--- src/rtl/fft16_result_streamer.sv ---
// fft16_result_streamer: snapshots the 16 FFT16_top bins on a completion edge and streams them one bin per valid/ready beat.
// Optional feature macro: FFT16_STREAM_MAG_EN adds o_mag, an alpha-max-beta-min magnitude of the presented bin.
module fft16_result_streamer #(
    parameter int WORD_SIZE = 16
) (
    input  logic                 i_clk,
    input  logic                 i_rst_n,
    input  logic                 i_FFT_cycle_done,
    input  logic [WORD_SIZE-1:0] in0_re,
    input  logic [WORD_SIZE-1:0] in0_im,
    input  logic [WORD_SIZE-1:0] in1_re,
    input  logic [WORD_SIZE-1:0] in1_im,
    input  logic [WORD_SIZE-1:0] in2_re,
    input  logic [WORD_SIZE-1:0] in2_im,
    input  logic [WORD_SIZE-1:0] in3_re,
    input  logic [WORD_SIZE-1:0] in3_im,
    input  logic [WORD_SIZE-1:0] in4_re,
    input  logic [WORD_SIZE-1:0] in4_im,
    input  logic [WORD_SIZE-1:0] in5_re,
    input  logic [WORD_SIZE-1:0] in5_im,
    input  logic [WORD_SIZE-1:0] in6_re,
    input  logic [WORD_SIZE-1:0] in6_im,
    input  logic [WORD_SIZE-1:0] in7_re,
    input  logic [WORD_SIZE-1:0] in7_im,
    input  logic [WORD_SIZE-1:0] in8_re,
    input  logic [WORD_SIZE-1:0] in8_im,
    input  logic [WORD_SIZE-1:0] in9_re,
    input  logic [WORD_SIZE-1:0] in9_im,
    input  logic [WORD_SIZE-1:0] in10_re,
    input  logic [WORD_SIZE-1:0] in10_im,
    input  logic [WORD_SIZE-1:0] in11_re,
    input  logic [WORD_SIZE-1:0] in11_im,
    input  logic [WORD_SIZE-1:0] in12_re,
    input  logic [WORD_SIZE-1:0] in12_im,
    input  logic [WORD_SIZE-1:0] in13_re,
    input  logic [WORD_SIZE-1:0] in13_im,
    input  logic [WORD_SIZE-1:0] in14_re,
    input  logic [WORD_SIZE-1:0] in14_im,
    input  logic [WORD_SIZE-1:0] in15_re,
    input  logic [WORD_SIZE-1:0] in15_im,
    output logic                 o_valid,
    input  logic                 i_ready,
    output logic [3:0]           o_idx,
    output logic [WORD_SIZE-1:0] o_re,
    output logic [WORD_SIZE-1:0] o_im,
    output logic                 o_last,
    output logic                 o_busy,
`ifdef FFT16_STREAM_MAG_EN
    output logic [WORD_SIZE:0]   o_mag,
`endif
    output logic                 o_overrun
);

    typedef enum logic {IDLE, STREAM} state_t;

    state_t               state_q, state_d;
    logic [3:0]           idx_q, idx_d;
    logic                 done_q;
    logic                 ovr_q, ovr_d;
    logic                 load_en;
    logic                 cap_evt;
    logic                 xfer;
    logic [WORD_SIZE-1:0] in_re [16];
    logic [WORD_SIZE-1:0] in_im [16];
    logic [WORD_SIZE-1:0] re_q [16];
    logic [WORD_SIZE-1:0] im_q [16];

    assign in_re = '{in0_re, in1_re, in2_re, in3_re, in4_re, in5_re, in6_re, in7_re,
                     in8_re, in9_re, in10_re, in11_re, in12_re, in13_re, in14_re, in15_re};
    assign in_im = '{in0_im, in1_im, in2_im, in3_im, in4_im, in5_im, in6_im, in7_im,
                     in8_im, in9_im, in10_im, in11_im, in12_im, in13_im, in14_im, in15_im};

    assign cap_evt = i_FFT_cycle_done & ~done_q;
    assign xfer    = (state_q == STREAM) & i_ready;

    // Next state: a transfer advances idx (wrapping 15 -> 0); a capture is taken in IDLE or on the final transfer, otherwise dropped as overrun.
    always_comb begin
        state_d = state_q;
        idx_d   = idx_q;
        ovr_d   = ovr_q;
        load_en = 1'b0;
        if (state_q == IDLE) begin
            if (cap_evt) begin
                load_en = 1'b1;
                idx_d   = 4'd0;
                state_d = STREAM;
            end
        end else begin
            if (xfer)
                idx_d = idx_q + 4'd1;
            if (xfer && idx_q == 4'd15) begin
                load_en = cap_evt;
                state_d = cap_evt ? STREAM : IDLE;
            end else if (cap_evt) begin
                ovr_d = 1'b1;
            end
        end
    end

    // Control registers: state, bin index, completion edge detector and sticky overrun flag.
    always_ff @(posedge i_clk) begin
        if (!i_rst_n) begin
            state_q <= IDLE;
            idx_q   <= 4'd0;
            done_q  <= 1'b0;
            ovr_q   <= 1'b0;
        end else begin
            state_q <= state_d;
            idx_q   <= idx_d;
            done_q  <= i_FFT_cycle_done;
            ovr_q   <= ovr_d;
        end
    end

    // Snapshot buffer: all 16 bins loaded together so the FFT is free to start its next cycle.
    always_ff @(posedge i_clk) begin
        if (!i_rst_n) begin
            re_q <= '{default: '0};
            im_q <= '{default: '0};
        end else if (load_en) begin
            re_q <= in_re;
            im_q <= in_im;
        end
    end

    assign o_valid   = (state_q == STREAM);
    assign o_busy    = o_valid;
    assign o_idx     = idx_q;
    assign o_re      = re_q[idx_q];
    assign o_im      = im_q[idx_q];
    assign o_last    = o_valid & (idx_q == 4'd15);
    assign o_overrun = ovr_q;

`ifdef FFT16_STREAM_MAG_EN
    logic [WORD_SIZE-1:0] abs_re, abs_im, mx, mn;

    // Unsigned W-bit magnitudes keep |-2^(W-1)| exact; max + min/2 never overflows W+1 bits.
    assign abs_re = o_re[WORD_SIZE-1] ? -o_re : o_re;
    assign abs_im = o_im[WORD_SIZE-1] ? -o_im : o_im;
    assign mx     = (abs_re > abs_im) ? abs_re : abs_im;
    assign mn     = (abs_re > abs_im) ? abs_im : abs_re;
    assign o_mag  = o_valid ? ({1'b0, mx} + {1'b0, mn >> 1}) : '0;
`endif

endmodule

--- config.mk ---
export PLATFORM = sky130hd
export DESIGN_NAME = fft16_result_streamer
export DESIGN_NICKNAME = d
export VERILOG_FILES = /design/src/rtl/fft16_result_streamer.sv
export SDC_FILE = /design/constraint.sdc
export NUM_CORES = 1
export LEC_CHECK = 0
export BUFFER_PORTS_ARGS = -buffer_cell sky130_fd_sc_hd__buf_2
export CORE_AREA = 2 2 219 221
export CTS_CLUSTER_SIZE = 12
export DETAILED_ROUTE_END_ITERATION = 7
export DIE_AREA = 0 0 221 223
export GPL_TIMING_DRIVEN = 0
export PLACE_DENSITY = 0.72
export SLEW_MARGIN = 20
export SYNTH_ARGS = -nofsm -noshare
export SYNTH_HDL_FRONTEND = slang
export SYNTH_SLANG_ARGS = --single-unit
--- constraint.sdc ---
create_clock -name i_clk -period 2.4 [get_ports i_clk]
set_input_delay 0 -clock i_clk [delete_from_list [all_inputs] [get_ports i_clk]]
set_output_delay 0 -clock i_clk [all_outputs]
set_load 0.05 [all_outputs]
## After elaboration in Yosys (flattened, before gate mapping)

Cells that the tools add are included.

- Mux-type cells: 14
- Bitwise operators: 6
- $add $sub $neg: 1
- Equal/unequal tests: 2
- Order comparisons: 1
- Reductions and logical operators: 4

Operators by type and width:

| cell | count |
|---|---|
| 16-bit binary-select mux with 4-bit select | 2 |
| 16-bit 2-to-1 mux | 4 |
| 4-bit 2-to-1 mux | 3 |
| 5-bit greater-or-equal comparator, second input constant | 1 |
| 1-bit 2-to-1 mux | 5 |
| 4-bit inverter with 5-bit output | 1 |
| 4-bit by 1-bit adder with 4-bit output, second input constant | 1 |
| 4-bit equality test, second input constant | 1 |
| 1-bit AND | 3 |
| 3-bit AND reduction | 1 |
| 2-bit by 1-bit != test with 1-bit output, second input constant | 1 |
| 1-bit inverter | 2 |
| 2-bit AND reduction | 1 |
| 2-bit nonzero test | 1 |
| 1-bit logical AND | 1 |

- Output and inout port bits: 40
- Logic and storage cells: 64
- Input port bits: 516
- Flip-flop bits (word level): 519

## Depth between registers and ports, before layout

- Depth after elaboration: 5
- Mapped depth: 8
- Mapped depth without buffers: 5

## Least setup slack after synthesis

No wires, ideal clock.

- Path type: flip-flop to output port
- Start: reg idx_q[1], in the netlist o_idx[1]
- End: out o_im[7]
- Cell stages (with the launch flop): 6
- Path buffers: 3
- Data required time: 2.400 ns
- Data arrival time: 2.624 ns
- Path slack: -0.224 ns
- Path through: dfxtp_1 buf_4 buf_4 buf_2 nor3b_1 o31ai_1

- Cells in the longest elaborated chain, start to end: 4

Ends and longest elaborated chain:

| what | RTL line | source |
|---|---|---|
| start, declared | 57 | `logic [3:0] idx_q, idx_d;` |
| start signal, assigned | 109 | `idx_q <= idx_d;` |
| 4-bit inverter with 5-bit output (implied by the code) | 130 | `assign o_im = im_q[idx_q];` |
| 16-bit binary-select mux with 4-bit select | 130 |  |
| 16-bit 2-to-1 mux (implied by the code) (2 in a row) | 130 |  |
| end, declared | 45 | `output logic [WORD_SIZE-1:0] o_im,` |

Every way passes these cells. The select of a mux whose other input is x is not followed.

## Worst setup path after layout

- Start: reg idx_q[2], in the netlist o_idx[2]
- End: out o_re[14]

- Cells in the longest elaborated chain, start to end: 4

Ends and longest elaborated chain:

| what | RTL line | source |
|---|---|---|
| 4-bit inverter with 5-bit output (implied by the code) | 129 | `assign o_re = re_q[idx_q];` |
| 16-bit binary-select mux with 4-bit select | 129 |  |
| 16-bit 2-to-1 mux (implied by the code) (2 in a row) | 129 |  |
| end, declared | 44 | `output logic [WORD_SIZE-1:0] o_re,` |

Every way passes these cells. The select of a mux whose other input is x is not followed.

==> reports/metrics.yaml <==
outcome: "complete, but fails checks"
violations: "negative setup slack"
wl_um: 108600
end_kind: "output pin"
syn_inst: 2671
hpwl_um: 72920
p_switching_mw: 5.895
critPathRequiredTime_ps: 2400
synthSimpleGateAreaFrac_pct: 18.19
ant_nets: 0
antenna_found_initial: 9
drive_gt1_share_pct: 26.62
synth_xor_area_share_pct: 0
cts_sinks: 519
hold_viol: 0
start_kind: "register"
worst_path_most_repeated_cell: "buf_12"
num_vias: 25980
fin_ws_ps: -172.0
grt_pass1_vias: 26340
area_growth_pct: 51.62
clk_pin_slew_ps: 60
synth_top_flop_cell: "dfxtp_1"
start_util_pct: 49.76
worstReg2RegStart: "o_idx[0]"
finalCritPeriodShare_pct: 107.2
cts_tree: "done"
htreeDepth: 2
hold_path.class: "in2reg"
r2r_end: "im_q[147]"
switching_share_pct: 27.08
yosysWarnings: 0
die_w_um: 221
synthesis.area_mm2: 0.02346
gp_congestion: 0.9990
power_frac_comb_pct: 18.0
cts_root_buf: "clkbuf_16"
critPathTopFamily: "multiplexers"
max-vdd-ir-drop_v: 0.0004856
hp-start: "in7_re[7]"
nNetsFinal: 4349
intPower_mw: 15.88
synth_fa_ha_area_share_pct: 0.05334
total_power_mw: 21.77
holdPathStages: 4
grt_max_degree: 14
fillCellCount: 3138
die_y_um: 223
arrival_ps: 2570
path_buf_inv: 3
place_ws_ps: -356.9
place_area_mm2: 0.02700
wl_per_cell_um: 24.16
seq_area_frac_synth_pct: 44.29
min_period_ps: 2572
design.die.area_mm2: 0.04928
rows: 80
synth_async_sr_flop_share_pct: 0
tns_ps: -1758
r2r_slack_ps: 40
synth_edf_count: 0
drcViolationCount: 0
syn_area_per_cell_um2: 8.782
worst_slew_pin_slew_ps: 890.1
synth-compound-area-share_pct: 19.84
r2r_cells: 10
critPathKind: "reg2out"
synth_cell_types: 34
cp_slowest_cell: "mux4_2"
viasPerCell: 5.781
fin_area_mm2: 0.03557
worstPathMaxFanout: 8
final_max_slew_viol_count: 0
cts_buffers: 54
synth-seq-cells: 519
hold_ws_ps: 175.7
cp_cell_sequence: "buf_12 > buf_12 > mux4_2 > a22oi_2 > nand2_2 > buf_8"
drv_cap: 0
dr.pass1.iters: 6
overflow: 0
cts_buffer_depth: 3
insertion_delay_ps: 610
port_buffers: 553
synthMuxAreaShare_pct: 11.67
worst_path_largest_cell_delay_ps: 560
drt-initial-drc-count: 2754
seq_power_share_pct: 43.3
io_pins: 556
synth_top_family_by_area: "compound AO/OA/AOI/OAI gates"
leakage_nw: 14.36
final_common_cell: "nand2_1"
p_per_area_mw_per_mm2: 612.1
clkPwrFrac_pct: 38.7
grt_setup_unrepaired: "yes"
max-slew-margin-rel_pct: 40.66
holdPathEnd: "re_q[135]"
fin_skew_ps: 14.83
grt_usage_pct: 42.68
grt_pass1_wl_um: 158800
fp.coreArea_mm2: 0.04715
syn-num-nets: 3188
timing.fmax_mhz: 388.8
finalSetupViolCount: 24
final_cell_mix: "nand2_1 (1,036), buf_2 (588), dfxtp_1 (516)"
-- registers in the layout, indices dropped and copies added, names as in the netlist --
signal	cells
done_q	1
re_q	256
o_overrun	1
o_idx	4
o_busy	1
im_q	256
-- worst max-delay path by stage --
stage / start / endpoint / slack, ps / depth (start not counted)
floorplan: o_idx[1] / o_im[7] / 200 / 5
global placement: o_idx[1] / o_re[14] / -340 / 7
detailed placement: o_idx[1] / o_re[14] / -360 / 7
CTS: o_idx[0] / o_im[11] / -170 / 6
global route: o_idx[0] / o_im[9] / -210 / 6
finish: o_idx[2] / o_re[14] / -170 / 6
-- synthesized netlist by cell type, types with 3 or more instances --
master | n | share of area [%]
nand3_1 | 33 | 0.70
buf_4 | 23 | 0.74
buf_6 | 45 | 2.2
a21boi_1 | 480 | 15
clkbuf_1 | 66 | 1.1
dfxtp_1 | 519 | 44
a21boi_0 | 34 | 1.1
a22oi_1 | 94 | 3.0
buf_2 | 92 | 2.0
nor2b_1 | 7 | 0.19
o21ai_0 | 3 | 0.064
mux4_2 | 65 | 6.2
nor2_1 | 5 | 0.080
mux2i_1 | 126 | 5.4
nand2_1 | 1057 | 17
-- tightest hold or removal path, cell delays in order --
cell and delay [ps]:
dlygate4sd3_1 530, buf_2 120, nand2_1 50, a21boi_1 50
-- metal layers --
layer | GRT usage [%] | vias to the layer above | routed length (um)
met2 | 70.24 | 1750 | 50320
met1 | 52.14 | 12390 | 40600
met4 | 23.60 | 0 | 7238
met5 | 0 | - | 0
met3 | 9.259 | 509 | 10410
li1 | - | 11330 | -
-- what timing repair did --
item / CTS / global route
endpoints found under the hold margin: 519 / 0
setup endpoints to repair: 33 / 32
hold buffers: 514 / 0
pin swaps: 45 / 57
setup buffers: 22 / 17
resized for setup: 257 / 102
gates cloned: 1 / 0
-- area by class of cell --
| cell class | instances | area [um2] | share of cell area (%) |
|---|---|---|---|
| Timing Repair Buffer | 1106 | 8536 | 24.00 |
| Sequential cell | 519 | 10400 | 29.25 |
| Multi-Input combinational cell | 1923 | 12310 | 34.61 |
| Tap cell | 615 | 769.5 | 2.164 |
| Clock inverter | 7 | 91.34 | 0.2568 |
| Inverter | 2 | 7.507 | 0.02111 |
| Clock buffer | 86 | 1655 | 4.654 |
| Antenna cell | 9 | 22.52 | 0.06332 |
| Buffer | 226 | 1772 | 4.982 |
-- per-stage QoR --
stage	cells	util, %
final	4493	75.44
after global routing	4492	75.43
after CTS	4469	74.41
after detailed placement	3839	57.27
after global placement	3839	57.27
after floorplan	2671	-
-- logic make-up (layout without fill, tap and decap cells) --
logic type      after synthesis  count (layout)
compound gates              620             620
fa+ha+maj                     1               1
buf+inv                     229            1427
flops                       519             519
mux                         192             192
other cells                   0               9
simple gates               1110            1110
-- power groups by stage --
stage                     sequential [mW]  clock [mW]  combinational, mW
after global placement               9.55           0               2.78
after detailed placement             9.57           0               2.83
after floorplan                      9.47           0               1.68
after global routing                 9.45        8.79               4.12
after CTS                            9.39        8.39               3.65
final                                9.42        8.43               3.92
(Power assumes the default switching activity.)
